### config.mk
export PLATFORM = sky130hd
export DESIGN_NAME = seq_fetch_ctrl
export DESIGN_NICKNAME = d
export VERILOG_FILES = /design/src/rtl/seq_fetch_ctrl_pkg.sv /design/src/rtl/seq_fetch_ctrl_ret_stack.sv /design/src/rtl/seq_fetch_ctrl.sv
export SDC_FILE = /design/constraint.sdc
export NUM_CORES = 1
export LEC_CHECK = 0
export ABC_CLOCK_PERIOD_IN_PS = 7900
export BUFFER_PORTS_ARGS = -buffer_cell sky130_fd_sc_hd__buf_4
export CAP_MARGIN = 20
export CORE_AREA = 4 4 103 154
export DETAILED_ROUTE_END_ITERATION = 8
export DIE_AREA = 0 0 107 158
export HOLD_SLACK_MARGIN = 0.03
export SLEW_MARGIN = 15
export SYNTH_ARGS = -nofsm -noshare
export SYNTH_HDL_FRONTEND = slang
export SYNTH_HIERARCHICAL = 1
export SYNTH_SLANG_ARGS = --single-unit
### constraint.sdc
create_clock -name clk -period 7.9 [get_ports clk]
set_clock_uncertainty 0.15 [all_clocks]
set_input_delay 1.185 -clock clk [delete_from_list [all_inputs] [get_ports clk]]
set_output_delay 1.185 -clock clk [all_outputs]
set_load 0.02 [all_outputs]
### src/rtl/seq_fetch_ctrl_pkg.sv
// Shared types and helpers for the fetch sequencer: FSM states, branch
// condition codes, offset sign extension and condition evaluation.
package seq_pkg;

    typedef enum logic [1:0] {
        IDLE = 2'd0,
        RUN  = 2'd1,
        DONE = 2'd2,
        ERR  = 2'd3
    } state_t;

    typedef enum logic [1:0] {
        C_ALWAYS = 2'd0,
        C_Z      = 2'd1,
        C_NZ     = 2'd2,
        C_PAR    = 2'd3
    } cond_t;

    // Sign-extend the low 'width' bits of value to 32 bits.
    function automatic logic [31:0] sext_offset(input logic [31:0] value, input int width);
        logic [31:0] shifted;
        shifted = value << (32 - width);
        return 32'($signed(shifted) >>> (32 - width));
    endfunction

    // True when the branch condition holds for the presented flags.
    function automatic logic cond_true(input logic [1:0] code, input logic zero_flag,
                                       input logic pari_flag);
        logic result;
        case (cond_t'(code))
            C_ALWAYS: result = 1'b1;
            C_Z:      result = zero_flag;
            C_NZ:     result = !zero_flag;
            C_PAR:    result = pari_flag;
            default:  result = 1'b0;
        endcase
        return result;
    endfunction

endpackage

### src/rtl/seq_fetch_ctrl_ret_stack.sv
// Hardware return-address LIFO. Push writes the slot above the current top,
// pop exposes the next entry down; clear empties it in one cycle. The top
// entry is read combinationally so a return redirects with no extra latency.
module ret_stack #(
    parameter int W     = 12,
    parameter int DEPTH = 4,
    parameter int LW    = $clog2(DEPTH + 1)
) (
    input  logic          clk,
    input  logic          reset,
    input  logic          push,
    input  logic          pop,
    input  logic          clear,
    input  logic [W-1:0]  push_data,
    output logic [W-1:0]  top_data,
    output logic          full,
    output logic          empty,
    output logic [LW-1:0] level
);

    logic [W-1:0]     mem [DEPTH];
    logic [LW-1:0]    level_reg;
    logic [DEPTH-1:0] we;

    assign full  = (level_reg == LW'(DEPTH));
    assign empty = (level_reg == '0);
    assign level = level_reg;

    // One write enable per slot: only the slot just above the top takes a push.
    generate
        for (genvar gi = 0; gi < DEPTH; gi++) begin : g_we
            assign we[gi] = push && !pop && !clear && !full && (level_reg == LW'(gi));
        end
    endgenerate

    // Slot storage; reset wipes every entry so nothing survives an abort.
    always_ff @(posedge clk or negedge reset) begin
        if (!reset) begin
            for (int i = 0; i < DEPTH; i++) begin
                mem[i] <= '0;
            end
        end else begin
            for (int i = 0; i < DEPTH; i++) begin
                if (we[i]) begin
                    mem[i] <= push_data;
                end
            end
        end
    end

    // Occupancy counter: clear beats pop beats push, so it moves by at most one.
    always_ff @(posedge clk or negedge reset) begin
        if (!reset) begin
            level_reg <= '0;
        end else if (clear) begin
            level_reg <= '0;
        end else if (pop && !empty) begin
            level_reg <= level_reg - 1'b1;
        end else if (push && !full) begin
            level_reg <= level_reg + 1'b1;
        end
    end

    // Present the current top entry (zero when empty).
    always_comb begin
        top_data = '0;
        for (int i = 0; i < DEPTH; i++) begin
            if (level_reg == LW'(i + 1)) begin
                top_data = mem[i];
            end
        end
    end

endmodule

### src/rtl/seq_fetch_ctrl.sv
// Fetch sequencer for the 9-bit-instruction core. Produces the instruction
// ROM address and resolves sequential fetch, jumps, flag-conditioned branches,
// call/return through the hardware return stack, stall, halt and program end.
module seq_fetch_ctrl
    import seq_pkg::*;
#(
    parameter int D          = 12,
    parameter int OW         = 8,
    parameter int SD         = 4,
    parameter int RESET_ADDR = 0,
    parameter int DONE_ADDR  = 128
) (
    input  logic                     clk,
    input  logic                     reset,
    input  logic                     start,
    input  logic                     stall,
    input  logic                     reljump_en,
    input  logic                     absjump_en,
    input  logic [1:0]               cond,
    input  logic                     zeroQ,
    input  logic                     pariQ,
    input  logic [OW-1:0]            offset,
    input  logic [D-1:0]             target,
    input  logic                     call_en,
    input  logic                     ret_en,
    input  logic                     halt_en,
    output logic [D-1:0]             prog_ctr,
    output logic                     fetch_valid,
    output logic                     done,
    output logic                     err,
    output logic [$clog2(SD+1)-1:0]  sp_level
);

    localparam int LW = $clog2(SD + 1);

    state_t         state_reg, state_next;
    logic [D-1:0]   pc_reg, pc_next;
    logic [D-1:0]   pc_inc, pc_rel;
    logic           cond_ok;

    logic           stk_push, stk_pop, stk_clear;
    logic [D-1:0]   stk_top;
    logic           stk_full, stk_empty;
    logic [LW-1:0]  stk_level;

    // Return addresses are always the instruction after the call.
    ret_stack #(
        .W     (D),
        .DEPTH (SD),
        .LW    (LW)
    ) u_ret_stack (
        .clk       (clk),
        .reset     (reset),
        .push      (stk_push),
        .pop       (stk_pop),
        .clear     (stk_clear),
        .push_data (pc_inc),
        .top_data  (stk_top),
        .full      (stk_full),
        .empty     (stk_empty),
        .level     (stk_level)
    );

    // Both candidate addresses wrap silently modulo 2^D.
    assign pc_inc  = pc_reg + 1'b1;
    assign pc_rel  = pc_reg + D'(sext_offset(32'(offset), OW));
    assign cond_ok = cond_true(cond, zeroQ, pariQ);

    // State and PC registers; reset aborts immediately back to IDLE.
    always_ff @(posedge clk or negedge reset) begin
        if (!reset) begin
            state_reg <= IDLE;
            pc_reg    <= D'(RESET_ADDR);
        end else begin
            state_reg <= state_next;
            pc_reg    <= pc_next;
        end
    end

    // Next-state, next-PC and stack requests, resolved in priority order.
    always_comb begin
        state_next = state_reg;
        pc_next    = pc_reg;
        stk_push   = 1'b0;
        stk_pop    = 1'b0;
        stk_clear  = 1'b0;
        unique case (state_reg)
            IDLE, DONE, ERR: begin
                if (start) begin
                    state_next = RUN;
                    pc_next    = D'(RESET_ADDR);
                    stk_clear  = 1'b1;
                end
            end
            RUN: begin
                if (!stall) begin
                    if (halt_en) begin
                        state_next = DONE;
                    end else if (ret_en) begin
                        if (stk_empty) begin
                            state_next = ERR;
                        end else begin
                            stk_pop = 1'b1;
                            pc_next = stk_top;
                        end
                    end else if (call_en) begin
                        if (stk_full) begin
                            state_next = ERR;
                        end else begin
                            stk_push = 1'b1;
                            pc_next  = target;
                        end
                    end else if (absjump_en && cond_ok) begin
                        pc_next = target;
                    end else if (reljump_en && cond_ok) begin
                        pc_next = pc_rel;
                    end else begin
                        pc_next = pc_inc;
                    end
                    // Landing on the end address finishes the program at this edge.
                    if ((state_next == RUN) && (pc_next == D'(DONE_ADDR))) begin
                        state_next = DONE;
                    end
                end
            end
            default: begin
                state_next = IDLE;
                pc_next    = D'(RESET_ADDR);
            end
        endcase
    end

    // Status outputs decoded from the current state.
    always_comb begin
        prog_ctr    = pc_reg;
        fetch_valid = (state_reg == RUN) && !stall;
        done        = (state_reg == DONE);
        err         = (state_reg == ERR);
        sp_level    = stk_level;
    end

endmodule

Word level (Yosys, flattened, before mapping):

Cells that the tools add are included.
Widths: inputs -> output; s select.

* register bits after elaboration: 65
* bits of input ports: 33

* multiplexer cells: 44
* reduce and logical (&&, ||, !) cells: 25
* equality and inequality tests: 14
* $add $sub $neg: 4

Operators with widths (count)
* $mux 12: 15
* $pmux 12 s2: 1
* $mux 2: 10
* $logic_and 1x1->1: 13
* $mux 1: 13
* $add 12x1->12 const B: 1
* $add 12x12->12: 1
* $eq 12x8->1 const B: 1
* $mux 3: 3
* $eq 2x2->1 const B: 4
* $eq 2x1->1 const B: 3
* $eq 3x2->1 const B: 2
* $logic_not 1->1: 6
* $logic_not 2->1: 2
* $ne 2x2->1 const B: 2
* $pmux 1 s4: 1
* $pmux 2 s2: 1
* $add 3x1->3 const B: 1
* $eq 3x1->1 const B: 1
* $eq 3x3->1 const B: 1
* $logic_not 3->1: 1
* $reduce_bool 3->1: 1
* $reduce_or 3->1: 1
* $sub 3x1->3 const B: 1
* $reduce_and 2->1: 1

Logic depth before layout (Yosys ltp):

* depth after elaboration: 15
* gate-level depth with buffers: 15

Cells and area by module:

Netlist, hierarchy kept.

By module, submodules not included
* ret_stack: sequential area each 1276.2 um^2, instances 1, cells each 201, area an instance 2605.0 um^2
* seq_fetch_ctrl: sequential area each 350.3 um^2, instances 1, cells each 317, area an instance 2373.5 um^2

Least setup slack after synthesis:

OpenSTA, ideal clock, no wires.

* kind: input port to flip-flop
* start: in offset[0]
* end: reg state_reg[0]
* cell stages on the path: 11
* data arrival time: 3.336 ns
* path slack: 4.292 ns
* path through: ha_1 > inv_1 > fa_1 > nor2b_1 > o2111ai_1 > a311o_1 > nor4_4 > o2111ai_1 > a2111oi_2 > nand4_1 > o221a_2

* cells in the longest elaborated chain, start to end: 13

Ends and longest elaborated chain
* start, declared: line seq_fetch_ctrl.sv:22 `input logic [OW-1:0] offset,`
* $add 12x12->12: line seq_fetch_ctrl.sv:66 `assign pc_rel = pc_reg + D'(sext_offset(32'(offset), OW));`
* $mux 12: line seq_fetch_ctrl.sv:115 `end else if (reljump_en && cond_ok) begin`
* $mux 12: line seq_fetch_ctrl.sv:113 `end else if (absjump_en && cond_ok) begin`
* $mux 12: line seq_fetch_ctrl.sv:106 `end else if (call_en) begin`
* $mux 12: line seq_fetch_ctrl.sv:99 `end else if (ret_en) begin`
* $mux 12: line seq_fetch_ctrl.sv:97 `if (halt_en) begin`
* $mux 12: line seq_fetch_ctrl.sv:96 `if (!stall) begin`
* $mux 12: line seq_fetch_ctrl.sv:87 `unique case (state_reg)`
* $eq 12x8->1: line seq_fetch_ctrl.sv:121 `if ((state_next == RUN) && (pc_next == D'(DONE_ADDR))) begin`
* $logic_and 1x1->1: line seq_fetch_ctrl.sv:121
* $mux 2: line seq_fetch_ctrl.sv:121
* $mux 2: line seq_fetch_ctrl.sv:96
* $pmux 2 s2: line seq_fetch_ctrl.sv:87
* end signal, assigned: line seq_fetch_ctrl.sv:75 `state_reg <= state_next;`
* end, declared: line seq_fetch_ctrl.sv:36 `state_t state_reg, state_next;`

Every way passes these cells. The select of a mux whose other input is x is not followed.
A chain may end at the register's enable or synchronous reset.

Worst setup path in the final report:

* start: reg u_ret_stack.level_reg[2], in the netlist u_ret_stack/level[2]
* end: reg state_reg[0]

* cells in the longest elaborated chain, start to end: 15

Ends and longest elaborated chain
* start, declared: line seq_fetch_ctrl_ret_stack.sv:22 `logic [LW-1:0] level_reg;`
* start signal, assigned: line seq_fetch_ctrl_ret_stack.sv:58 `level_reg <= level_reg - 1'b1;`
* start signal, assigned: line seq_fetch_ctrl_ret_stack.sv:60 `level_reg <= level_reg + 1'b1;`
* $eq 3x1->1: line seq_fetch_ctrl_ret_stack.sv:68 `if (level_reg == LW'(i + 1)) begin`
* $mux 12 (3 in series): line seq_fetch_ctrl_ret_stack.sv:68
* $mux 12 (*): line seq_fetch_ctrl_ret_stack.sv:68
* via stk_top[7]: line seq_fetch_ctrl.sv:42 `logic [D-1:0] stk_top;`
* $mux 12 (*): line seq_fetch_ctrl.sv:100 `if (stk_empty) begin`
* $mux 12 (*): line seq_fetch_ctrl.sv:99
* $mux 12 (*): line seq_fetch_ctrl.sv:97
* $mux 12 (*): line seq_fetch_ctrl.sv:96
* $mux 12 (*): line seq_fetch_ctrl.sv:87
* $eq 12x8->1 (*): line seq_fetch_ctrl.sv:121
* $logic_and 1x1->1 (*): line seq_fetch_ctrl.sv:121
* $mux 2 (*): line seq_fetch_ctrl.sv:121
* $mux 2 (*): line seq_fetch_ctrl.sv:96
* $pmux 2 s2 (*): line seq_fetch_ctrl.sv:87

Mark *: on every way through the listed nets, which the timed path passes. The rest lies on a longest branch. The select of a mux whose other input is x is not followed.

==> reports/summary.txt <==
==================================================================================
Cell with the largest stage delay on the worst path                        nor2b_1
CTS sink count                                                                  65
Logic depth of the worst register-to-register path                              10
CTS HTree Levels                                                                 3
Buffers inserted by post-CTS timing repair                                       0
Multi-input logic area                                                0.00310 sq mm
Most used standard cell by instance count after synthesis                  dfrtp_1
Path type of the worst setup path                                          reg2reg
Net count of the mapped netlist                                                570
RSZ-0062 raised after global routing                                         false
Worst-case clock buffer depth                                                    2
Global-route wire length before repair                                   24,400 um
Number of synthesized flops with an enable pin                                   0
Largest voltage drop on the vdd net                                      0.0950 mV
Crit path max fanout                                                            26
Sequential element share of the synthesized area                             32.7%
Result of the run                                                     finished clean
Reg-to-reg startpoint                                                 u_ret_stack/level[2]$_DFFE_PN0P_
Cell count after synthesis                                                     518
Clock latency of the later-clocked register in the worst-skew pair         0.34 ns
Inst Count DP                                                                  736
# resized after CTS                                                              0
Average size of a mapped cell                                           9.61 sq um
GR Overflow Total                                                                0
Flip-flop count of the largest register, all copies and words added             48
Netlist Area Pre-Place                                                0.00498 sq mm
GPL Wtd Cong                                                                 0.970
Top cells by count, synth                                             dfrtp_1 (65), mux2_2 (31), nand2_1 (31)
Maximum number of pins on one net before global-route repair                    66
Inserted Diodes                                                                  0
Worst hold-check slack                                                    0.354 ns
Number of antenna violations at the first check in global routing                0
Critical register-to-register path endpoint                           state_reg[0]$_DFFE_PN0P_
Post-synthesis cell type count                                                  73
Synthesis-to-layout area growth                                              16.6%
Required time worst endpoint                                               7.97 ns
Tot GR Track Use                                                             18.7%
Top-area cell type share of the netlist area                                 32.7%
Drt via density                                                               5.92
Number of maximum-capacitance constraint violations                              0
Via count of the first global-routing pass                                   4,581
Remaining DRCs                                                                   0
Design Power                                                               1.59 mW
Final hold violation count                                                       0
Yosys top cell by area                                                     dfrtp_1
Post-route antenna net violation count                                           0
Number of hold buffers added after cts                                           0
Largest stage delay on the critical path                                   0.73 ns
Width of the chip                                                           107 um
Final setup TNS                                                               0 ns
P_leak                                                                     2.65 nW
Fraction of layout instances using a drive strength above 1                  25.4%
Area of all sequential standard cells                                 0.00163 sq mm
Detailed-placement wirelength estimate                                   11,900 um
Filler cell count in the final layout                                        1,448
Initial core utilization                                                     34.4%
Worst Hold Depth                                                                 1
CP endpoint kind                                                          register
Placeable core area                                                   0.0145 sq mm
Minimum period implied by the final worst setup slack                      4.19 ns
Average wire per cell in the routed design                                 20.6 um
Reg-to-reg slack, setup                                                    3.71 ns
Chain of cells forming the critical path                              inv_1 -> ha_1 -> nor2b_1 -> a221o_1 -> nor3b_1 -> a2111oi_0 -> a21oi_1 -> a22oi_1 -> nand4_1 -> o221a_2
Sink of the worst hold path                                           u_ret_stack/mem[37]$_DFFE_PN0P_
Final Cycle Share                                                            53.1%
Ratio of total power to cell area                                      274 mW/mm^2
Kind of launch point of the worst setup path                              register
Launch point of the worst hold path                                   u_ret_stack/mem[37]$_DFFE_PN0P_
Drt first-iter violations                                                      283
Count of pins on the block boundary                                             51
Min-Delay Path Class                                                       reg2reg
Highest Clock Rate                                                       0.239 GHz
TritonRoute pass-1 iters                                                         5
CP Data Arrival Time                                                       4.26 ns
Main synth FF type                                                         dfrtp_1
Number of nets in the final layout                                             603
Final Non-Filler Cells                                                         752
Number of max-slew violations in the final report                                0
Total Routed Length                                                      15,500 um
Flip-flop and latch count after synthesis                                       65
Total of warnings raised by yosys                                                6
Root buffer cell                                                         clkbuf_16
Number of buffers added on ports                                                50
Routed via count                                                             4,450
Reg clk slew, reported paths                                               0.05 ns
Die Outline Area                                                      0.0169 sq mm
Area contributors post-synth                                          dfrtp_1 (33%), mux2_2 (7.0%), mux2_4 (6.3%), ha_1 (4.5%), a221o_1 (3.0%)
Actual transition at the worst max-transition pin                         0.855 ns
Number of clock buffers inserted by TritonCTS                                    9
Slew margin rel.                                                             42.8%
Total of endpoints with negative setup slack in the final report                 0
Synth async-reset ratio                                                       100%
Floorplan die height                                                        158 um
CTS tree                                                                       yes
Row count                                                                       54
==================================================================================
## how the worst max path moves through the flow
| stage | endpoint | from |
|---|---|---|
| after floorplan | state_reg[0]$_DFFE_PN0P_ | offset[0] |
| after global placement | state_reg[0]$_DFFE_PN0P_ | u_ret_stack/level[2]$_DFFE_PN0P_ |
| after detailed placement | state_reg[0]$_DFFE_PN0P_ | u_ret_stack/level[2]$_DFFE_PN0P_ |
| after CTS | state_reg[0]$_DFFE_PN0P_ | u_ret_stack/level[2]$_DFFE_PN0P_ |
| after global routing | state_reg[0]$_DFFE_PN0P_ | u_ret_stack/level[2]$_DFFE_PN0P_ |
| final | state_reg[0]$_DFFE_PN0P_ | u_ret_stack/level[2]$_DFFE_PN0P_ |
## cells by family after synthesis
kind of cell	share of synthesized area (%)
xor+xnor	1.94
mux	15.7
fa+ha+maj	4.93
buf+inv	5.00
flops	32.7
simple gates	16.5
compound gates	23.3
## critical path: cells and delay by family, from the launching register on
kind,cells,cell delay (ns)
compound gates,5,1.49
simple gates,3,0.94
fa+ha+maj,1,0.69
flops,1,0.61
buf+inv,1,0.19
## metrics by stage
stage | area [sq um] | setup WS, ns | util [%]
after global placement | 5470 | 3.97 | 37.8
after global routing | 5810 | 3.33 | 40.2
final | 5810 | 3.71 | 40.2
after floorplan | 4980 | 4.29 | -
after detailed placement | 5470 | 3.78 | 37.8
after CTS | 5810 | 3.76 | 40.2
## report_power, final
part	switching (mW)	total, mW	leakage [nW]	internal, mW
clock network	0.148	0.457	0.164	0.308
registers	0.102	0.498	0.889	0.395
logic	0.372	0.636	1.60	0.264
## routing by layer
metal  up-vias  wire, um  global-route usage [%]
met1      2179      5800                    19.3
met5         -         0                       0
met4         0       872                    12.9
met3        54       580                    2.04
li1       2049         -                       -
met2       168      8230                    34.8
## cell type report
| class | instances | share of cell area (%) |
|---|---|---|
| Multi-Input combinational cell | 395 | 53.4 |
| Clock inverter | 5 | 1.79 |
| Inverter | 28 | 1.81 |
| Tap cell | 196 | 4.22 |
| Clock buffer | 11 | 4.01 |
| Sequential cell | 65 | 28.0 |
| Timing Repair Buffer | 52 | 6.72 |
## placed cells by master (no fill, tap or decap), types with 4 or more instances in the layout
cell type  instances
dfrtp_1           65
buf_4             52
nand2_1           31
mux2_2            31
inv_1             27
nor3_1            22
nor2_1            21
mux2_4            21
o21ai_0           19
nor2b_1           18
ha_1              18
a21oi_1           16
a221o_1           15
a221oi_1          15
nand3_1           13
mux2i_1            9
clkbuf_16          9
or3_1              8
a22o_1             8
xnor2_1            7
or2_2              7
and2_1             6
a21o_1             6
o22ai_1            6
nand2b_1           5
o21a_1             5
a2111oi_0          5
a22oi_1            5
xor2_1             4
and3_1             4
o2111ai_1          4
a32o_1             4
Power figures use the tool's default switching activity.
